<file path="config.mk">
export PLATFORM = sky130hd
export DESIGN_NAME = regtrace_monitor
export DESIGN_NICKNAME = d
export VERILOG_FILES = /design/src/rtl/regtrace_pkg.sv /design/src/rtl/regtrace_change_det.sv /design/src/rtl/regtrace_monitor.sv
export SDC_FILE = /design/constraint.sdc
export NUM_CORES = 1
export LEC_CHECK = 0
export CAP_MARGIN = 20
export CORE_MARGIN = 3
export CORE_UTILIZATION = 30
export DETAILED_ROUTE_END_ITERATION = 8
export DONT_BUFFER_PORTS = 1
export PLACE_DENSITY_LB_ADDON = 0.08
export SLEW_MARGIN = 20
export SYNTH_ARGS = -nofsm -noshare
export SYNTH_HDL_FRONTEND = slang
export SYNTH_HIERARCHICAL = 1
export SYNTH_SLANG_ARGS = --single-unit
export TNS_END_PERCENT = 100
</file>
<file path="constraint.sdc">
create_clock -name clk -period 12.4 [get_ports clk]
set_input_delay 1.86 -clock clk [delete_from_list [all_inputs] [get_ports clk]]
set_output_delay 1.86 -clock clk [all_outputs]
set_load 0.02 [all_outputs]
</file>
<file path="src/rtl/regtrace_pkg.sv">
// Shared types and constants for the register-trace monitor: FSM states,
// record framing and architectural register tap indices.
package regtrace_pkg;

  typedef enum logic {
    IDLE = 1'b0,
    SEND = 1'b1
  } state_e;

  localparam logic [3:0] SYNC_NIBBLE = 4'hA;
  localparam int         REC_BYTES   = 5;

  localparam int T0 = 0;
  localparam int T1 = 1;
  localparam int T2 = 2;
  localparam int T3 = 3;
  localparam int T4 = 4;
  localparam int T5 = 5;
  localparam int S0 = 6;
  localparam int S1 = 7;
  localparam int S2 = 8;
  localparam int S3 = 9;
  localparam int A0 = 10;
  localparam int A1 = 11;
  localparam int V0 = 12;
  localparam int RA = 13;

endpackage : regtrace_pkg

</file>
<file path="src/rtl/regtrace_change_det.sv">
// Per-tap shadow copies and pending flags; a fresh change always beats a
// clear, and changes folded into an already-pending record are counted.
module regtrace_change_det
  import regtrace_pkg::*;
#(
  parameter int NUM_TAPS = 14,
  parameter int W        = 32
) (
  input  logic                          clk,
  input  logic                          reset,
  input  logic [NUM_TAPS*W-1:0]         taps_i,
  input  logic                          clr_valid_i,
  input  logic [3:0]                    clr_idx_i,
  output logic [NUM_TAPS-1:0]           pending_o,
  output logic [NUM_TAPS-1:0][W-1:0]    shadow_o,
  output logic [15:0]                   coalesce_cnt_o
);

  logic [NUM_TAPS-1:0][W-1:0] shadow_q, shadow_d;
  logic [NUM_TAPS-1:0]        pending_q, pending_d;
  logic [15:0]                coal_q, coal_d;
  logic [4:0]                 merge_cnt;
  logic [16:0]                coal_sum;

  always_comb begin
    shadow_d  = shadow_q;
    pending_d = pending_q;
    merge_cnt = '0;
    for (int i = 0; i < NUM_TAPS; i++) begin
      logic clear;
      clear = clr_valid_i && (clr_idx_i == 4'(i));
      if (taps_i[i*W +: W] != shadow_q[i]) begin
        shadow_d[i]  = taps_i[i*W +: W];
        pending_d[i] = 1'b1;
        if (pending_q[i] && !clear) begin
          merge_cnt = merge_cnt + 5'd1;
        end
      end else if (clear) begin
        pending_d[i] = 1'b0;
      end
    end
    // Several taps may merge in one cycle, so add the whole count and clamp.
    coal_sum = {1'b0, coal_q} + 17'(merge_cnt);
    coal_d   = coal_sum[16] ? 16'hFFFF : coal_sum[15:0];
  end

  always_ff @(posedge clk or negedge reset) begin
    if (!reset) begin
      shadow_q  <= '0;
      pending_q <= '0;
      coal_q    <= '0;
    end else begin
      shadow_q  <= shadow_d;
      pending_q <= pending_d;
      coal_q    <= coal_d;
    end
  end

  assign pending_o      = pending_q;
  assign shadow_o       = shadow_q;
  assign coalesce_cnt_o = coal_q;

endmodule : regtrace_change_det

</file>
<file path="src/rtl/regtrace_monitor.sv">
// Serialises register change records (sync/index byte plus 32-bit value,
// MSB first) onto a byte-wide valid/ready stream, lowest index first.
module regtrace_monitor
  import regtrace_pkg::*;
#(
  parameter int NUM_TAPS = 14,
  parameter int W        = 32
) (
  input  logic                  clk,
  input  logic                  reset,
  input  logic [NUM_TAPS*W-1:0] taps,
  output logic [7:0]            out_data,
  output logic                  out_valid,
  input  logic                  out_ready,
  output logic                  busy,
  output logic [15:0]           coalesce_cnt
);

  logic [NUM_TAPS-1:0]        pending;
  logic [NUM_TAPS-1:0][W-1:0] shadow;
  logic                       clr_valid;
  logic [3:0]                 sel_idx;

  state_e      state_q, state_d;
  logic [3:0]  idx_q, idx_d;
  logic [31:0] val_q, val_d;
  logic [2:0]  cnt_q, cnt_d;

  regtrace_change_det #(
    .NUM_TAPS(NUM_TAPS),
    .W       (W)
  ) u_change_det (
    .clk           (clk),
    .reset         (reset),
    .taps_i        (taps),
    .clr_valid_i   (clr_valid),
    .clr_idx_i     (sel_idx),
    .pending_o     (pending),
    .shadow_o      (shadow),
    .coalesce_cnt_o(coalesce_cnt)
  );

  // Scan downwards so the lowest pending index is the one left standing.
  always_comb begin
    sel_idx = '0;
    for (int i = NUM_TAPS - 1; i >= 0; i--) begin
      if (pending[i]) begin
        sel_idx = 4'(i);
      end
    end
  end

  always_comb begin
    state_d   = state_q;
    idx_d     = idx_q;
    val_d     = val_q;
    cnt_d     = cnt_q;
    clr_valid = 1'b0;
    out_valid = 1'b0;
    out_data  = 8'h00;
    case (state_q)
      IDLE: begin
        if (|pending) begin
          clr_valid = 1'b1;
          idx_d     = sel_idx;
          val_d     = shadow[sel_idx];
          cnt_d     = '0;
          state_d   = SEND;
        end
      end
      SEND: begin
        out_valid = 1'b1;
        case (cnt_q)
          3'd0:    out_data = {SYNC_NIBBLE, idx_q};
          3'd1:    out_data = val_q[31:24];
          3'd2:    out_data = val_q[23:16];
          3'd3:    out_data = val_q[15:8];
          3'd4:    out_data = val_q[7:0];
          default: out_data = 8'h00;
        endcase
        if (out_ready) begin
          if (cnt_q == 3'(REC_BYTES - 1)) begin
            cnt_d   = '0;
            state_d = IDLE;
          end else begin
            cnt_d = cnt_q + 3'd1;
          end
        end
      end
      default: state_d = IDLE;
    endcase
  end

  always_ff @(posedge clk or negedge reset) begin
    if (!reset) begin
      state_q <= IDLE;
      idx_q   <= '0;
      val_q   <= '0;
      cnt_q   <= '0;
    end else begin
      state_q <= state_d;
      idx_q   <= idx_d;
      val_q   <= val_d;
      cnt_q   <= cnt_d;
    end
  end

  assign busy = (state_q == SEND) || (|pending);

endmodule : regtrace_monitor

</file>
==> results.cfg, run 1 <==
[outcome]
outcome = finished clean

[synth]
synth_most_common_cell = dfrtp_1
synthTopCellsByCount = dfrtp_1, clkbuf_1, xnor2_1, xor2_1, nand2_1
synth_seq_cells = 518
syn_nets = 3109
async_reset_ff_share_pct = 100
ys_seq_area_share_pct = 48.1
syn-mean-instance-area_um2 = 10.2
synth_ff_type = dfrtp_1
yosysTopAreaCell = dfrtp_1
yosysWarnings = 6
synthTopCellsByArea = dfrtp_1, xnor2_1, xor2_1
ys_types = 87
syn_area_mm2 = 0.0269
synth-edff-count = 0
yosys.area.top_type_share_pct = 48.1
postSynthCellCount = 2634

[finish]
drive_gt1_share_pct = 11.6
fin_nets = 2721
area_delta_synth_final_pct = 8.88
final_util_pct = 33.1
final_cells = 3465
fill_cells = 8969

[pwr]
vdd_drop_max_v = 0.000252
power_density_mw_per_mm2 = 204
power_mw = 5.99
p_leak_nw = 12.2

[routing]
drc = 0
wl_mm = 110
drt_first_pass_iters = 5
via_per_inst = 5.13
wl_per_cell_um = 31.6
drtAntennaViolNets = 0
dr_total_vias = 17800
drt_iter0_markers = 1205

[floorplanning]
fp.dieH_um = 306
die_x_um = 306
pin_count = 477
die_area_mm2 = 0.0934
start_util_pct = 30.4
row_count = 109
core_region_area_mm2 = 0.0886

[global_route]
grt_use_met3_pct = 9.81
grt_use_met2_pct = 38.3
use_met1_pct = 26.6
grt_pass1_wl_mm = 150
track_usage_pct = 22.9
grt_max_degree = 519
antenna_found_initial = 1
gr-max-usage-layer = met2
grt_pass1_vias = 18800
overflow = 0

[worst_setup_path]
path_class = reg2reg
max_stage_delay_ps = 630
critPathCapture = u_change_det/coalesce_cnt_o[15]$_DFF_PN0_
r2r_cells = 60
rr_endpoint = u_change_det/coalesce_cnt_o[15]$_DFF_PN0_
reg2reg_from = u_change_det/pending_o[7]$_DFFE_PN0P_
start_kind = flop
path_max_fanout = 5
cp.arrival_ps = 12120
cp-startpoint = u_change_det/pending_o[7]$_DFFE_PN0P_
critPathRequiredTime_ps = 12910
critPathCaptureType = flop
slowest_stage = or4_4
r2r_slack_ps = 790
path_common_cell = ha_1

[sta]
fin_skew_ps = 28.0
maxSlewViolCount = 0
hold_viol = 0
max_slew_margin_pct = 10.3
post-route-min-period_ps = 11610
worst_pin_slew_ps = 1340
fmax_mhz = 86.1
setup_violations = 0
fin_crit_sh_pct = 93.6

[clock_network]
cts_tree = built
cts_root_buf = clkbuf_16
clk_latency_ps = 630
cts_hold_buf = 0
path_clk_slew_ps = 60
cts_buffers = 67
cts_sinks = 518
ctsHtreeMaxLevel = 3
clk_path_buf_depth = 3

[place]
hpwl_mm = 86.7
dp_cells = 3336
numPortBuffers = 0
gp_congestion = 0.892

[min_path]
hold_path.startpoint = idx_q[3]$_DFFE_PN0P_
min_path_type = reg2reg

[run]
drv_cap = 0
[critical path: cells and delay by family, from the launching register on]
family,cells,cell delay [ps]
adder cells (fa/ha/maj),14,4030
AND/OR/NAND/NOR,16,2520
AO/OA/AOI/OAI,18,2400
multiplexers,5,1410
buffers and inverters,7,720
flip-flops,1,450
[worst min path at each step]
| stage | endpoint | slack [ps] | cells past startpoint |
|---|---|---|---|
| 4_1_cts | idx_q[3]$_DFFE_PN0P_ | 480 | 2 |
| 3_3_place_gp | idx_q[3]$_DFFE_PN0P_ | 470 | 2 |
| 5_1_grt | idx_q[3]$_DFFE_PN0P_ | 510 | 2 |
| 2_1_floorplan | idx_q[3]$_DFFE_PN0P_ | 450 | 2 |
| 6_report | idx_q[3]$_DFFE_PN0P_ | 480 | 2 |
| 3_5_place_dp | idx_q[3]$_DFFE_PN0P_ | 470 | 2 |
[stage by stage]
| step | hold WS (ps) | setup slack (ps) | setup TNS (ps) | area (um^2) |
|---|---|---|---|---|
| after floorplan | 446 | 636 | 0 | 26900 |
| after global placement | 468 | 258 | 0 | 26900 |
| after detailed placement | 468 | 125 | 0 | 26900 |
| after CTS | 477 | 231 | 0 | 29200 |
| after global routing | 506 | -15.6 | -16.4 | 29300 |
| final | 480 | 792 | 0 | 29300 |
[power breakdown]
group          internal [mW]  leakage, nW  switching [mW]
sequential              1.85         6.06           0.189
combinational          0.934         5.00           0.992
clock                   1.22         1.11           0.796
[area by class of cell]
cell class | count | area, um^2 | share of cell area, %
Sequential cell | 518 | 13000 | 44.2
Multi-Input combinational cell | 1560 | 11900 | 40.5
Clock buffer | 95 | 1990 | 6.80
Tap cell | 1165 | 1460 | 4.97
Timing Repair Buffer | 70 | 633 | 2.16
Clock inverter | 24 | 269 | 0.917
Inverter | 29 | 111 | 0.380
Antenna cell | 4 | 10.0 | 0.0341
[sequential cells by signal (all words and copies together), names as in the netlist]
signal                       flops
u_change_det/shadow_o          448
u_change_det/coalesce_cnt_o     16
state_q                          1
u_change_det/pending_o          14
cnt_q                            3
idx_q                            4
val_q                           32
[layout by cell type, fill, tap and decap left out, types with 6 or more instances in the layout]
cell / instances
a22o_1: 6
o211a_1: 9
mux2_2: 47
nand4_1: 79
nor2_1: 45
clkbuf_16: 70
clkbuf_1: 9
a21oi_1: 61
nand3_1: 92
a222oi_1: 8
ha_1: 23
dfrtp_1: 518
o2111ai_1: 18
a311oi_1: 17
buf_4: 63
or4_1: 6
and2_1: 24
a32oi_1: 16
xor2_1: 223
inv_1: 26
o211ai_1: 25
nor4_1: 71
xnor2_1: 263
a211o_1: 9
nand2_1: 185
mux2i_1: 147
a2bb2oi_1: 8
o21ai_0: 25
nand3b_1: 11
o21a_1: 9
clkbuf_8: 17
nand2b_1: 7
clkinv_2: 11
a221o_1: 16
[what timing repair did]
| item | in CTS | in global routing |
|---|---|---|
| endpoints found under the hold margin | 0 | 0 |
| setup endpoints to repair | 0 | 16 |
| resized for setup | 0 | 11 |
| setup buffers | 0 | 2 |
[metal layers]
layer  part of all wire [%]  vias up
li1                       -     7977
met4                    3.2        0
met5                      0        -
met1                     39     9054
met3                    9.9      121
met2                     48      613
[cells by family (layout without fill, tap and decap cells)]
kind of cell,after synthesis,in the layout,share of synthesized area (%)
AND/OR/NAND/NOR,563,563,10.8
buffers and inverters,556,218,8.01
flip-flops,518,518,48.1
XOR/XNOR,497,497,16.6
AO/OA/AOI/OAI,281,281,7.85
multiplexers,195,195,7.47
adder cells (fa/ha/maj),24,24,1.14
other,0,4,0
(Power assumes the default switching activity.)
==> run 2: changes to the inputs <==
--- a/config.mk
+++ b/config.mk
@@ -5,6 +5,7 @@
 export SDC_FILE = /design/constraint.sdc
 export NUM_CORES = 1
 export LEC_CHECK = 0
+export ABC_AREA = 1
 export CAP_MARGIN = 20
 export CORE_MARGIN = 3
 export CORE_UTILIZATION = 30
@@ -14,6 +15,5 @@
 export SLEW_MARGIN = 20
 export SYNTH_ARGS = -nofsm -noshare
 export SYNTH_HDL_FRONTEND = slang
-export SYNTH_HIERARCHICAL = 1
 export SYNTH_SLANG_ARGS = --single-unit
 export TNS_END_PERCENT = 100
==> run 2 against run 1 <==
Compared with the run above:
- critical path depth up 4
- largest cell class unchanged
- wire length down 3.4%
- cell count up 21%
- the flow now finishes with violations (slew limit)
- clock power up 4%
==> results.cfg, run 2 <==
[outcome]
outcome = complete, but fails checks
violations = slew limit

[synth]
async_reset_ff_share_pct = 100
syn_area_mm2 = 0.0276
synth-edff-count = 0
postSynthCellCount = 3401
synthTopCellsByCount = nand2_1, dfrtp_1, clkbuf_1, inv_1, xnor2_1
synth_ff_type = dfrtp_1
syn-mean-instance-area_um2 = 8.12
yosys.area.top_type_share_pct = 46.9
ys_types = 56
yosysWarnings = 0
ys_seq_area_share_pct = 46.9
synth_most_common_cell = nand2_1
synthTopCellsByArea = dfrtp_1, nand2_1, xnor2_1
synth_seq_cells = 518
syn_nets = 3876
yosysTopAreaCell = dfrtp_1

[finish]
area_delta_synth_final_pct = 7.45
layout_commonest_cell = nand2_1
layout_common_cells = nand2_1, dfrtp_1, inv_1
drive_gt1_share_pct = 9.59
fin_nets = 3450
largest_reg_flops = 448
fill_cells = 9440

[clock_network]
cts_buffers = 68
ctsHtreeMaxLevel = 3
clk_latency_ps = 630
cts_tree = built
cts_resized = 0
post_cts_buffers = 0
path_clk_slew_ps = 60
clk_path_buf_depth = 3
cts_root_buf = clkbuf_16
cts_sinks = 518
cts_hold_buf = 0

[min_path]
min_path_type = reg2reg

[routing]
drc = 0
wl_mm = 106
via_per_inst = 4.85
drtAntennaViolNets = 0
wl_per_cell_um = 25.2
drt_first_pass_iters = 5
dr_total_vias = 20400
drt_iter0_markers = 1377

[run]
drv_cap = 0

[floorplanning]
pin_count = 477
row_count = 110
start_util_pct = 30.4
die_area_mm2 = 0.0957
fp.dieH_um = 309
core_region_area_mm2 = 0.0907
die_x_um = 309

[global_route]
grt_pass1_vias = 20900
grt_pass1_wl_mm = 150
track_usage_pct = 21.9
grt_max_degree = 519
overflow = 0
antenna_found_initial = 4

[worst_setup_path]
path_common_cell = nand2_1
cp_top_family = simple AND/OR/NAND/NOR gates
critPathCaptureType = flop
path_max_fanout = 4
start_kind = input port
path_buf_inv = 9
max_stage_delay_ps = 380
slowest_stage = a221o_1
path_class = in2reg
critPathRequiredTime_ps = 12900
cp.arrival_ps = 11730

[sta]
hold_viol = 0
fin_ws_ps = 1170
rsz0062_at_grt = false
max_slew_margin_pct = -12.6
fmax_mhz = 89.1
maxSlewViolCount = 111
fin_skew_ps = 22.5
holdWs_ps = 501
finalSetupTns_ps = 0
setup_violations = 0
post-route-min-period_ps = 11230
worst_pin_slew_ps = 1690
fin_crit_sh_pct = 90.5

[place]
numPortBuffers = 0
dp_slack_ps = 508
hpwl_mm = 82.2
gp_congestion = 0.847

[pwr]
power_density_mw_per_mm2 = 192
p_leak_nw = 13.7
vdd_drop_max_v = 0.000140
run 2: changes by cell type after synthesis, sizes merged, moves of 41 or more:
cell | previous run | this run
a21oi | 65 | 24
a221oi | 3 | 68
inv | 28 | 375
mux2 | 48 | 0
mux2i | 147 | 0
nand2 | 185 | 802
nor2 | 46 | 213
nor4 | 75 | 28
or2 | 4 | 85
xnor2 | 266 | 222
xor2 | 224 | 84
run 2: worst paths after layout:
check / from / to / slack (ps) / cells past startpoint
worst max-delay path: taps[24] / u_change_det.coalesce_cnt_o[13]$_DFF_PN0_ / 1170 / 64
worst min-delay path: val_q[24]$_DFFE_PN0P_ / val_q[24]$_DFFE_PN0P_ / 500 / 2
worst max register to register: state_q$_DFF_PN0_ / u_change_det.coalesce_cnt_o[13]$_DFF_PN0_ / 1420 / 60
worst min register to register: val_q[24]$_DFFE_PN0P_ / val_q[24]$_DFFE_PN0P_ / 500 / 2
max in group asynchronous: reset / idx_q[3]$_DFFE_PN0P_ / 10100 / 0
min in group asynchronous: reset / u_change_det.shadow_o[120]$_DFFE_PN0N_ / 940 / 0
run 2: cells by family after synthesis:
| family | share of synthesized area, % |
|---|---|
| and+or+nand+nor | 22.1 |
| DFF | 46.9 |
| adders and majority gates | 1.11 |
| xor gates and xnor gates | 9.71 |
| AOI/OAI and AO/OA | 7.96 |
| buffers and inverters | 12.2 |
run 2: layout make-up:
cell class	instances	area (um^2)	area share, %
clock inverters	22	352	1.19
multi-input cells	1994	11300	38.1
repair buffers	12	115	0.388
diodes	1	2.50	0.00843
well taps	1176	1470	4.96
flip-flops and latches	518	13000	43.7
clock buffers	97	2020	6.82
inverters	381	1430	4.83
run 2: per-stage QoR:
step / cells / utilization (%) / area (um^2) / power (mW)
3_5_place_dp: 4081 / 30.1 / 27300 / 3.61
5_1_grt: 4200 / 32.7 / 29700 / 6.07
4_1_cts: 4200 / 32.7 / 29700 / 5.76
2_1_floorplan: 3401 / - / 27600 / 3.27
3_3_place_gp: 4081 / 30.1 / 27300 / 3.58
6_report: 4201 / 32.7 / 29700 / 5.68
run 2: worst min-delay path: cells and delay by family (launching register included):
| family | cells | cell delay, ps |
|---|---|---|
| flops | 1 | 350 |
| compound gates | 1 | 60 |
| simple gates | 1 | 50 |
run 2: routing by layer:
| layer | global-route usage [%] | vias up | wire, um |
|---|---|---|---|
| li1 | - | 9647 | - |
| met1 | 26.8 | 10000 | 43800 |
| met2 | 37.2 | 558 | 51100 |
| met3 | 6.43 | 115 | 7680 |
| met4 | 6.82 | 0 | 3230 |
| met5 | 0 | - | 0 |
run 2: power breakdown:
group / switching [mW] / internal [mW]
Clock: 0.810 / 1.30
Sequential: 0.146 / 1.86
Combinational: 0.970 / 0.595
==> run 3: changes to the inputs <==
--- a/config.mk
+++ b/config.mk
@@ -12,6 +12,7 @@
 export DETAILED_ROUTE_END_ITERATION = 8
 export DONT_BUFFER_PORTS = 1
 export PLACE_DENSITY_LB_ADDON = 0.08
+export REMOVE_ABC_BUFFERS = 1
 export SLEW_MARGIN = 20
 export SYNTH_ARGS = -nofsm -noshare
 export SYNTH_HDL_FRONTEND = slang
==> run 3 against run 2 <==
Compared with the run above:
- the flow now finishes without violations
- register-to-register slack better by 170 ps
- worst setup slack improved by 300 ps
- wire length decreased by 1.1%
- first-iteration DRC count fell by 7.5%
- power fell by 1.9%
- highest routed layer unchanged
==> results.cfg, run 3 (same netlist as run 2, synthesis figures left out) <==
[floorplanning]
pin_count = 477
fp.dieH_um = 309
core_region_area_mm2 = 0.0907
start_util_pct = 30.4
die_area_mm2 = 0.0957
row_count = 110
die_x_um = 309

[clock_network]
cts_hold_buf = 0
clk_path_buf_depth = 3
cts_buffers = 68
path_clk_slew_ps = 60
post_cts_buffers = 0
cts_tree = built
ctsHtreeMaxLevel = 3
cts_resized = 0
cts_sinks = 518
clk_latency_ps = 620
cts_root_buf = clkbuf_16

[place]
dp_slack_ps = 909
gp_congestion = 0.863
numPortBuffers = 0
hpwl_mm = 81.3
dp_cells = 4086
placedInstanceArea_mm2 = 0.0273

[finish]
final_cells = 4199
largest_reg_flops = 448
drive_gt1_share_pct = 9.33
layout_commonest_cell = nand2_1
final_area_mm2 = 0.0295
final_util_pct = 32.6
num_antenna_cells = 0
fin_nets = 3457
fill_cells = 9391
area_delta_synth_final_pct = 6.92
layout_common_cells = nand2_1, dfrtp_1, inv_1

[routing]
drc = 0
drtAntennaViolNets = 0
wl_per_cell_um = 24.9
dr_total_vias = 20200
via_per_inst = 4.81
wl_mm = 105
drt_iter0_markers = 1274
drt_first_pass_iters = 5

[global_route]
antenna_found_initial = 2
gr-max-usage-layer = met2
grt_pass1_wl_mm = 148
grt_max_degree = 519
grt_use_met3_pct = 9.69
track_usage_pct = 21.7
grt_use_met2_pct = 34.9
grt_pass1_vias = 20900
use_met1_pct = 25.7
overflow = 0

[run]
drv_cap = 0

[min_path]
hold_path.startpoint = idx_q[0]$_DFFE_PN0P_
min_path_type = reg2reg

[sta]
worst_pin_slew_ps = 1190
fmax_mhz = 91.6
fin_ws_ps = 1480
finalSetupTns_ps = 0
maxSlewViolCount = 0
rsz0062_at_grt = false
post-route-min-period_ps = 10920
fin_crit_sh_pct = 88.1
setup_violations = 0
max_slew_margin_pct = 20.5
fin_skew_ps = 27.5
hold_viol = 0

[pwr]
p_leak_nw = 13.6
power_density_mw_per_mm2 = 189
vdd_drop_max_v = 0.000133

[worst_setup_path]
max_stage_delay_ps = 340
reg2reg_from = state_q$_DFF_PN0_
cp_top_family = simple AND/OR/NAND/NOR gates
critPathCaptureType = flop
path_buf_inv = 8
start_kind = input port
cp-startpoint = taps[6]
critPathRequiredTime_ps = 12940
path_class = in2reg
path_common_cell = nand2_1
cp.arrival_ps = 11460
slowest_stage = ha_1
path_max_fanout = 4

[outcome]
outcome = finished clean
run 3: cell types whose count changed in the layout (fill, tap and decap cells not counted), sizes merged:
cell	delta
buf	+5
bufinv	-1
clkinv	-7
clkinvlp	+3
diode	-1
inv	-1
run 3: final cells by class:
cell class / count / area, um^2 / share of cell area [%]
well taps: 1176 / 1470 / 4.98
inverters: 381 / 1430 / 4.85
flip-flops and latches: 518 / 13000 / 43.9
multi-input cells: 1994 / 11300 / 38.3
repair buffers: 19 / 155 / 0.526
clock inverters: 16 / 270 / 0.915
clock buffers: 95 / 1910 / 6.48
run 3: per-layer routing:
metal	vias up	part of all wire, %
met2	622	46
li1	9652	-
met1	9772	40
met3	134	10
met5	-	0
met4	0	3.6
run 3: final timing paths:
| path | endpoint | slack, ps | cells after the start |
|---|---|---|---|
| setup reg to reg | u_change_det.coalesce_cnt_o[13]$_DFF_PN0_ | 1590 | 61 |
| min in group asynchronous | u_change_det.shadow_o[256]$_DFFE_PN0N_ | 950 | 0 |
| hold reg to reg | idx_q[0]$_DFFE_PN0P_ | 500 | 2 |
| hold / removal | idx_q[0]$_DFFE_PN0P_ | 500 | 2 |
| setup / recovery | u_change_det.coalesce_cnt_o[13]$_DFF_PN0_ | 1480 | 63 |
| max in group asynchronous | u_change_det.shadow_o[118]$_DFFE_PN0N_ | 10470 | 0 |
run 3: metrics by stage:
step | power [mW] | hold slack, ps
CTS | 5.64 | 502
global route | 5.96 | 534
detailed placement | 3.61 | 484
floorplan | 3.23 | 453
global placement | 3.58 | 483
finish | 5.57 | 503
run 3: where the power goes:
part / switching (mW) / internal [mW]
registers: 0.147 / 1.86
logic: 0.976 / 0.596
clock network: 0.779 / 1.21
total: 1.90 / 3.67
run 3: worst reg2reg max path, delay by kind of cell (launching register included):
| kind | cells | cell delay [ps] |
|---|---|---|
| buf+inv | 9 | 1020 |
| flops | 1 | 760 |
| simple gates | 33 | 4130 |
| compound gates | 5 | 880 |
| fa+ha+maj | 14 | 3920 |
